$ cat config.mk
export PLATFORM = sky130hd
export DESIGN_NAME = alu_pipe
export DESIGN_NICKNAME = d
export VERILOG_FILES = /design/src/rtl/alu_pkg.sv /design/src/rtl/alu_core.sv /design/src/rtl/alu_pipe.sv
export SDC_FILE = /design/constraint.sdc
export NUM_CORES = 1
export LEC_CHECK = 0
export CAP_MARGIN = 20
export CORE_MARGIN = 2
export CORE_UTILIZATION = 50
export CTS_CLUSTER_SIZE = 14
export DETAILED_ROUTE_END_ITERATION = 12
export GPL_TIMING_DRIVEN = 0
export PLACE_DENSITY = 0.85
export SYNTH_ARGS = -nofsm -noshare
export SYNTH_HDL_FRONTEND = slang
export SYNTH_SLANG_ARGS = --single-unit
$ cat constraint.sdc
create_clock -name clock -period 4.5 [get_ports clock]
set_clock_uncertainty 0.2 [all_clocks]
set_input_delay 0.45 -clock clock [delete_from_list [all_inputs] [get_ports clock]]
set_output_delay 0.45 -clock clock [all_outputs]
set_load 0.01 [all_outputs]
$ cat src/rtl/alu_pkg.sv
// Op-select encodings and the decoded op type shared by the ALU core and pipeline.
package alu_pkg;

    localparam logic [3:0] FUNC_ADD  = 4'b0000;
    localparam logic [3:0] FUNC_SUB  = 4'b0001;
    localparam logic [3:0] FUNC_ADC  = 4'b0010;
    localparam logic [3:0] FUNC_SL   = 4'b0011;
    localparam logic [3:0] FUNC_SR   = 4'b0100;
    localparam logic [3:0] FUNC_STT  = 4'b0101;
    localparam logic [3:0] FUNC_STF  = 4'b0110;
    localparam logic [3:0] FUNC_SPEC = 4'b0111;
    localparam logic [3:0] FUNC_SLW  = 4'b1010;
    localparam logic [3:0] FUNC_SHG  = 4'b1011;
    localparam logic [3:0] FUNC_BE   = 4'b1100;
    localparam logic [3:0] FUNC_BLT  = 4'b1101;

    localparam logic [2:0] SPEC_INC  = 3'b000;
    localparam logic [2:0] SPEC_AND1 = 3'b001;
    localparam logic [2:0] SPEC_SUB8 = 3'b011;
    localparam logic [2:0] SPEC_PKR  = 3'b100;

    typedef enum logic [3:0] {
        OP_ADD, OP_SUB, OP_ADC, OP_SL, OP_SR, OP_STT, OP_STF,
        OP_INC, OP_AND1, OP_SUB8, OP_PKR, OP_SLW, OP_SHG,
        OP_BE, OP_BLT, OP_ILL
    } alu_op_e;

    // Flattens the two-level func/spec_fun encoding; anything unlisted is OP_ILL.
    function automatic alu_op_e decode_op(input logic [3:0] func, input logic [2:0] spec_fun);
        alu_op_e op;
        op = OP_ILL;
        case (func)
            FUNC_ADD: op = OP_ADD;
            FUNC_SUB: op = OP_SUB;
            FUNC_ADC: op = OP_ADC;
            FUNC_SL:  op = OP_SL;
            FUNC_SR:  op = OP_SR;
            FUNC_STT: op = OP_STT;
            FUNC_STF: op = OP_STF;
            FUNC_SPEC: begin
                case (spec_fun)
                    SPEC_INC:  op = OP_INC;
                    SPEC_AND1: op = OP_AND1;
                    SPEC_SUB8: op = OP_SUB8;
                    SPEC_PKR:  op = OP_PKR;
                    default:   op = OP_ILL;
                endcase
            end
            FUNC_SLW: op = OP_SLW;
            FUNC_SHG: op = OP_SHG;
            FUNC_BE:  op = OP_BE;
            FUNC_BLT: op = OP_BLT;
            default:  op = OP_ILL;
        endcase
        return op;
    endfunction

endpackage

$ cat src/rtl/alu_core.sv
// Purely combinational ALU: one op in, result/carry/branch/illegal out, plus
// qualifiers telling the pipeline whether the op touches carry flag or branch counters.
module alu_core
    import alu_pkg::*;
#(
    parameter int WIDTH = 8
) (
    input  logic [WIDTH-1:0] a_i,
    input  logic [WIDTH-1:0] b_i,
    input  logic [3:0]       func_i,
    input  logic [2:0]       spec_fun_i,
    input  logic             carry_i,
    output logic [WIDTH-1:0] res_o,
    output logic             carry_o,
    output logic             br_o,
    output logic             illegal_o,
    output logic             carry_op_o,
    output logic             branch_op_o
);

    localparam int HALF = WIDTH / 2;

    alu_op_e          op;
    logic [WIDTH-1:0] pkr;

    // Each PKR bit is set when the 4-bit window starting at that bit is all ones.
    genvar gi;
    generate
        for (gi = 0; gi < WIDTH; gi++) begin : g_pkr
            if (gi <= WIDTH - 4) begin : g_win
                assign pkr[gi] = &a_i[gi+3:gi];
            end else begin : g_zero
                assign pkr[gi] = 1'b0;
            end
        end
    endgenerate

    always_comb begin
        op          = decode_op(func_i, spec_fun_i);
        res_o       = '0;
        carry_o     = 1'b0;
        br_o        = 1'b0;
        illegal_o   = 1'b0;
        carry_op_o  = 1'b0;
        branch_op_o = 1'b0;
        case (op)
            OP_ADD: begin
                {carry_o, res_o} = {1'b0, a_i} + {1'b0, b_i};
                carry_op_o       = 1'b1;
            end
            OP_SUB: begin
                res_o      = a_i - b_i;
                carry_o    = (a_i < b_i);
                carry_op_o = 1'b1;
            end
            OP_ADC: begin
                {carry_o, res_o} = {1'b0, a_i} + {1'b0, b_i} + {{WIDTH{1'b0}}, carry_i};
                carry_op_o       = 1'b1;
            end
            OP_SL:   res_o = a_i << b_i;
            OP_SR:   res_o = a_i >> b_i;
            OP_STT:  res_o = b_i;
            OP_STF:  res_o = a_i;
            OP_INC:  res_o = a_i + WIDTH'(1);
            OP_AND1: res_o = a_i & WIDTH'(1);
            OP_SUB8: res_o = WIDTH'(8) - a_i;
            OP_PKR:  res_o = pkr;
            OP_SLW:  res_o = {a_i[WIDTH-1:HALF], b_i[HALF-1:0]};
            OP_SHG:  res_o = {b_i[HALF-1:0], a_i[HALF-1:0]};
            OP_BE: begin
                br_o        = (a_i == b_i);
                branch_op_o = 1'b1;
            end
            OP_BLT: begin
                br_o        = (a_i < b_i);
                branch_op_o = 1'b1;
            end
            default: illegal_o = 1'b1;
        endcase
    end

endmodule

$ cat src/rtl/alu_pipe.sv
// Registered ALU stage with valid/ready handshake, persistent carry flag and
// saturating branch taken/not-taken statistics.
module alu_pipe
    import alu_pkg::*;
#(
    parameter int WIDTH = 8,
    parameter int CNT_W = 16
) (
    input  logic             clock,
    input  logic             reset,
    input  logic             in_valid,
    output logic             in_ready,
    input  logic [WIDTH-1:0] reg1,
    input  logic [WIDTH-1:0] reg2,
    input  logic [3:0]       func,
    input  logic [2:0]       spec_fun,
    input  logic             stat_clr,
    output logic             out_valid,
    input  logic             out_ready,
    output logic [WIDTH-1:0] res,
    output logic             carry_out,
    output logic             br_out,
    output logic             illegal_op,
    output logic [CNT_W-1:0] num_bran_taken,
    output logic [CNT_W-1:0] num_bran_not_taken
);

    localparam logic [CNT_W-1:0] CNT_MAX = '1;

    logic             out_valid_q, out_valid_d;
    logic [WIDTH-1:0] res_q, res_d;
    logic             carry_q, carry_d;
    logic             br_q, br_d;
    logic             illegal_q, illegal_d;
    logic             carry_flag_q, carry_flag_d;
    logic [CNT_W-1:0] taken_q, taken_d;
    logic [CNT_W-1:0] not_taken_q, not_taken_d;

    logic [WIDTH-1:0] core_res;
    logic             core_carry, core_br, core_ill, core_carry_op, core_branch_op;
    logic             accept;

    alu_core #(.WIDTH(WIDTH)) u_core (
        .a_i         (reg1),
        .b_i         (reg2),
        .func_i      (func),
        .spec_fun_i  (spec_fun),
        .carry_i     (carry_flag_q),
        .res_o       (core_res),
        .carry_o     (core_carry),
        .br_o        (core_br),
        .illegal_o   (core_ill),
        .carry_op_o  (core_carry_op),
        .branch_op_o (core_branch_op)
    );

    assign in_ready = !out_valid_q || out_ready;
    assign accept   = in_valid && in_ready;

    always_comb begin
        out_valid_d  = out_valid_q;
        res_d        = res_q;
        carry_d      = carry_q;
        br_d         = br_q;
        illegal_d    = illegal_q;
        carry_flag_d = carry_flag_q;
        taken_d      = taken_q;
        not_taken_d  = not_taken_q;

        if (accept) begin
            out_valid_d = 1'b1;
            res_d       = core_res;
            carry_d     = core_carry;
            br_d        = core_br;
            illegal_d   = core_ill;
            if (core_carry_op) begin
                carry_flag_d = core_carry;
            end
        end else if (out_ready) begin
            out_valid_d = 1'b0;
        end

        // Clear wins over a same-cycle branch so software sees a clean zero.
        if (stat_clr) begin
            taken_d     = '0;
            not_taken_d = '0;
        end else if (accept && core_branch_op) begin
            if (core_br) begin
                if (taken_q != CNT_MAX) taken_d = taken_q + CNT_W'(1);
            end else begin
                if (not_taken_q != CNT_MAX) not_taken_d = not_taken_q + CNT_W'(1);
            end
        end
    end

    always_ff @(posedge clock) begin
        if (reset) begin
            out_valid_q  <= 1'b0;
            res_q        <= '0;
            carry_q      <= 1'b0;
            br_q         <= 1'b0;
            illegal_q    <= 1'b0;
            carry_flag_q <= 1'b0;
            taken_q      <= '0;
            not_taken_q  <= '0;
        end else begin
            out_valid_q  <= out_valid_d;
            res_q        <= res_d;
            carry_q      <= carry_d;
            br_q         <= br_d;
            illegal_q    <= illegal_d;
            carry_flag_q <= carry_flag_d;
            taken_q      <= taken_d;
            not_taken_q  <= not_taken_d;
        end
    end

    assign out_valid          = out_valid_q;
    assign res                = res_q;
    assign carry_out          = carry_q;
    assign br_out             = br_q;
    assign illegal_op         = illegal_q;
    assign num_bran_taken     = taken_q;
    assign num_bran_not_taken = not_taken_q;

endmodule

==> run metrics <==
outcome=completed; P_leak=1.97 nW; register area=901 µm²; Post-Layout Cell Count=821; Critical Path Start Type=input pin; footprint of the multi-input gates=3530 µm²; Slew Limit Fails=0; # DRC=0; die area=10300 µm²; I/O Pins=73; Tcrit/Tclk final=92.4%; n_diodes=0; CTS tree=done; core area=9200 µm²; slew at the pin with the worst max-slew slack=1.03 ns; Synth Register Bits=45; Reg clk slew, reported paths=0.09 ns; predominant post-synthesis flop cell=dfxtp_1; 1st-iter DRT viols=640; sequential area share after synthesis=19.1%; synthesized area=4730 µm²; GR Overflow Total=0; Clock Path Buffers=2; initial antenna violation count=0; max_cap viols=0; CTS H-tree depth=2; cts repair resizes=0; starting density of the core=51.4%; RD Place Congestion=1.04; Final min period=4.16 ns; layout cells sized above 1=6.90%; f_max=241 MHz; Synth area leader=dfxtp_1; Hold Path Class=reg2reg; All-Layer GR Usage=31.7%; worst path required time=4.54 ns; Antenna Nets Post-Route=0; Fill cells=829; die span in y=101 µm; syn nets=682; Max VDD drop=0.128 mV; Post-CTS Setup Inserts=0; Syn Inst Count=630; Synth top area share=19.1%; Vias/cell=6.60; setup TNS=0 ns; hold-fix buffers at CTS=0; Total Wirelength=16.5 mm; vias in the first global route=4956; row count=35; Post-Place Cells=813; Arr. time, crit path=4.20 ns; CTS Buf Count=5; PwrDens=198 nW/µm²; Detailed Place HPWL=12.8 mm; clock latency at the later pin of the worst-skew pair=0.30 ns; cells taking the most area after synthesis=dfxtp_1 19%, ha_1 5.8%, xnor2_1 5.4%; Ys Warns=0; EDFF count, synth=0; Hold Vio Cnt, Final=0; Synth async-reset ratio=0%; area growth from synthesis to layout=20.6%; RSZ-0062 raised after global routing=no; first-pass GRT wire length=25.7 mm; wire per inst=20.1 µm; drt pass-1 iters=6; largest net degree at the start of global routing=15; via count=5422; worst-path fanout max=10; count of cell types in the netlist=83; NumNets Final=761; final setup vio count=0; port buffer count=72; Die Wd=101 µm; Slew headroom=31.2%; endpoint class of the critical path=flop; kind of critical path=in2reg; # clock sinks=45; total power=0.00113 W; Post-Syn Area per Cell=7.51 µm²; CTS Root Cell=clkbuf_8
cell families after synthesis:
logic type / after synthesis / share of synthesized area [%]
flip-flops: 45 / 19.1
buffers and inverters: 65 / 6.19
AO/OA/AOI/OAI: 165 / 24.4
AND/OR/NAND/NOR: 274 / 31.3
multiplexers: 22 / 5.87
adder cells (fa/ha/maj): 24 / 6.67
XOR/XNOR: 35 / 6.48
synth_stat cells, drive strengths merged, types with 4 or more instances:
cell	count
nor2	57
nand2	50
dfxtp	45
a21oi	41
o21ai	35
clkbuf	32
xnor2	29
nand3	28
inv	24
ha	22
nor3	21
mux2i	15
nand4	14
nor4	14
nand2b	12
or3	12
nor2b	10
or2	10
or4	10
and3	9
o211ai	9
a211oi	7
buf	7
a221oi	6
o31ai	6
xor2	6
a31oi	5
and2	5
nand3b	5
nor3b	5
o31a	5
a222oi	4
mux4	4
o21a	4
metrics by stage:
| step | cell area (µm²) | utilization, % | hold slack, ns | setup WS, ns |
|---|---|---|---|---|
| after global placement | 5590 | 60.8 | 0.253 | -0.0881 |
| after floorplan | 4730 | - | 0.280 | 1.19 |
| after CTS | 5700 | 62.0 | 0.260 | 0.233 |
| after detailed placement | 5590 | 60.8 | 0.244 | -0.0749 |
| after global routing | 5700 | 62.0 | 0.303 | 0.150 |
| final | 5700 | 62.0 | 0.257 | 0.343 |
layer usage:
layer / wire length (µm) / up-vias / track usage, % / share of wire (%)
met5: 0 / - / 0 / 0
met4: 454 / 0 / 9.98 / 2.8
met3: 1680 / 39 / 4.90 / 10
met2: 7380 / 335 / 50.3 / 45
met1: 6970 / 2547 / 44.2 / 42
li1: - / 2501 / - / -
state kept, by name, summed over array words and instances (netlist names):
name                flops
carry_flag_q            1
res                     8
num_bran_taken         16
num_bran_not_taken     16
carry_out               1
out_valid               1
br_out                  1
illegal_op              1
layout by cell type, fill, tap and decap left out, drive strengths merged, types with 14 or more instances in the layout:
cell | netlist | routed
nand3 | 28 | 28
mux2i | 15 | 15
clkdlybuf4s50 | 0 | 72
nand4 | 14 | 14
inv | 24 | 24
nor2 | 57 | 57
ha | 22 | 22
nor3 | 21 | 21
a21oi | 41 | 41
dfxtp | 45 | 45
clkbuf | 32 | 38
o21ai | 35 | 35
xnor2 | 29 | 29
nand2 | 50 | 50
nor4 | 14 | 14
final timing paths:
kind	start	endpoint	slack (ns)	depth (start not counted)
worst max-delay path	reg2[2]	num_bran_not_taken[14]$_SDFFE_PP0P_	0.34	13
worst min-delay path	res[4]$_SDFFE_PP0P_	res[4]$_SDFFE_PP0P_	0.26	2
worst max register to register	num_bran_taken[6]$_SDFFE_PP0P_	num_bran_taken[9]$_SDFFE_PP0P_	1.62	8
worst min register to register	res[4]$_SDFFE_PP0P_	res[4]$_SDFFE_PP0P_	0.26	2
cell type report:
cell class,instances,area share (%)
inverter,25,1.65
multi-input combinational,520,62.0
sequential,45,15.8
clock buffer,6,1.27
buffer,40,3.51
tap,111,2.44
clock inverter,2,0.680
timing repair buffer,72,12.6
power breakdown:
part           switching [W]  internal (W)
clock network       0.000151      0.000167
logic               0.000245      0.000157
registers         0.00000529      0.000404
total               0.000402      0.000728
critical path, stage by stage:
cell and delay [ns]:
clkdlybuf4s50_1 0.69, clkbuf_2 0.31, inv_1 0.17, ha_1 0.32
clkbuf_1 0.30, nand3_1 0.18, a21oi_1 0.30, o211ai_1 0.12
mux2_4 0.33, or2_1 0.23, buf_2 0.16, or4_1 0.48
a21oi_1 0.15
Note: power is estimated with default switching activity, not from simulation.
==> RTL change (same settings) <==
Make the reset (`reset`) asynchronous in one clocked block.
--- a/src/rtl/alu_pipe.sv
+++ b/src/rtl/alu_pipe.sv
@@ -93,7 +93,7 @@
         end
     end
 
-    always_ff @(posedge clock) begin
+    always_ff @(posedge clock or posedge reset) begin
         if (reset) begin
             out_valid_q  <= 1'b0;
             res_q        <= '0;
Formal check against the unedited RTL: differs if reset is asserted again (counterexample within 4 cycles, from zero or initial values and one cycle with reset high); with reset held inactive, the same outputs for 10 cycles.
==> RTL change against the unedited design <==
- routed wire length increased by 7.7%
- die area increased by 4.9%
- combinational power increased by 12%
- area after synthesis increased by 5.1%
- sequential cell count unchanged
- worst hold slack got worse by 0.13 ns
- design area increased by 4.9%
- setup slack got worse by 0.081 ns
- power increased by 8.2%
- largest power group is now combinational cells
- highest routed layer unchanged
==> RTL change: results (changes against the unedited design) <==
<table>
<tr><th>Metric</th><th>Value</th></tr>
<tr><th colspan="2">Yosys</th></tr>
<tr><td>Multiplexer fraction of the synthesized cell area</td><td>5.77% (-0.11 points)</td></tr>
<tr><td>Leading post-synthesis cells by cell area</td><td>sky130_fd_sc_hd__dfrtp_1, sky130_fd_sc_hd__ha_1, sky130_fd_sc_hd__nor2_1</td></tr>
<tr><td>Number of distinct library cells after synthesis</td><td>84 (+1.2%)</td></tr>
<tr><td>Adder and majority gate portion of the synthesized area</td><td>6.35% (-0.32 points)</td></tr>
<tr><td>Top cells by count, synth</td><td>sky130_fd_sc_hd__nor2_1, sky130_fd_sc_hd__nand2_1, sky130_fd_sc_hd__dfrtp_1, sky130_fd_sc_hd__nand3_1, sky130_fd_sc_hd__a21oi_1</td></tr>
<tr><th colspan="2">Power</th></tr>
<tr><td>Leakage power of the design</td><td>2.36 nW (+20%)</td></tr>
<tr><td>Worst IR drop on VDD</td><td>144 uV (+13%)</td></tr>
<tr><td>Sequential group power</td><td>0.000428 W (+5%)</td></tr>
<tr><th colspan="2">Critical path</th></tr>
<tr><td>Maximum fanout encountered on the critical timing path</td><td>11 (+1)</td></tr>
<tr><td>Arrival time of data at the critical path endpoint</td><td>4.28 ns (+0.08 ns)</td></tr>
<tr><th colspan="2">Global routing</th></tr>
<tr><td>Maximum number of pins on one net before global-route repair</td><td>41 (+26)</td></tr>
<tr><td>Global-route met3 utilization</td><td>5.66% (+0.76 points)</td></tr>
<tr><td>Via count of the first global-routing pass</td><td>5412 (+9.2%)</td></tr>
<tr><td>Fraction of met1 tracks used by global routing</td><td>41.3% (-2.9 points)</td></tr>
<tr><th colspan="2">Detailed routing</th></tr>
<tr><td>1st-iter DRT viols</td><td>476 (-26%)</td></tr>
<tr><td>DRT Pass-1 Iters</td><td>5 (-1)</td></tr>
<tr><td>Met1 wire length</td><td>7040 um (+1.1%)</td></tr>
<tr><th colspan="2">Layout</th></tr>
<tr><td>Final cell count without fillers</td><td>851 (+3.7%)</td></tr>
<tr><td>FF/Latch Area</td><td>0.00113 mm^2 (+25%)</td></tr>
<tr><td>Area used by multi-input combinational logic</td><td>0.00355 mm^2 (+0.53%)</td></tr>
<tr><td>Total number of nets in the final design</td><td>769 (+1.1%)</td></tr>
<tr><td>Non-clock buffer count in the final layout</td><td>115 (+2.7%)</td></tr>
<tr><td>Number of fill cells</td><td>899 (+8.4%)</td></tr>
<tr><td>Layout inverter count without the clock tree</td><td>28 (+12%)</td></tr>
<tr><th colspan="2">Run status</th></tr>
<tr><td>Result of the run</td><td>finished clean</td></tr>
<tr><th colspan="2">Min path</th></tr>
<tr><td>HP Class</td><td>input pin to async pin</td></tr>
<tr><th colspan="2">Placement</th></tr>
<tr><td>Input/output buffers</td><td>70 (-2.8%)</td></tr>
<tr><th colspan="2">CTS</th></tr>
<tr><td>Clock transition at the register clock pins on the worst setup and hold paths after CTS</td><td>0.11 ns (+0.02 ns)</td></tr>
</table>
## RTL change: changes by cell type in the layout (fill, tap and decap cells not counted), sizes merged, moves of 6 or more
cell,change
o21ai,-12
xnor2,-16
dfrtp,+45
xor2,+19
dfxtp,-45
a31oi,+8
nor4,-12
buf,+8
or2,-7
nor2,+9
nand3,+10
a21oi,-6
nor3,+8
## RTL change: stage by stage
stage / setup WS (ns) / instance area (um^2) / total power [W]
floorplan: 1.06 / 4970 / 0.000717
global placement: -0.00350 / 5840 / 0.000866
detailed placement: -0.0983 / 5860 / 0.000871
CTS: 0.222 / 5970 / 0.00121
global route: 0.0152 / 5980 / 0.00128
finish: 0.262 / 5980 / 0.00122
## RTL change: worst min-delay path by stage
stage | cells after the start | to | from
after floorplan | 2 | carry_flag_q | carry_flag_q
after CTS | 2 | res[2] | reset
final | 2 | res[2] | reset
after global routing | 2 | res[1] | reset
after global placement | 1 | br_out | br_out
after detailed placement | 1 | br_out | br_out
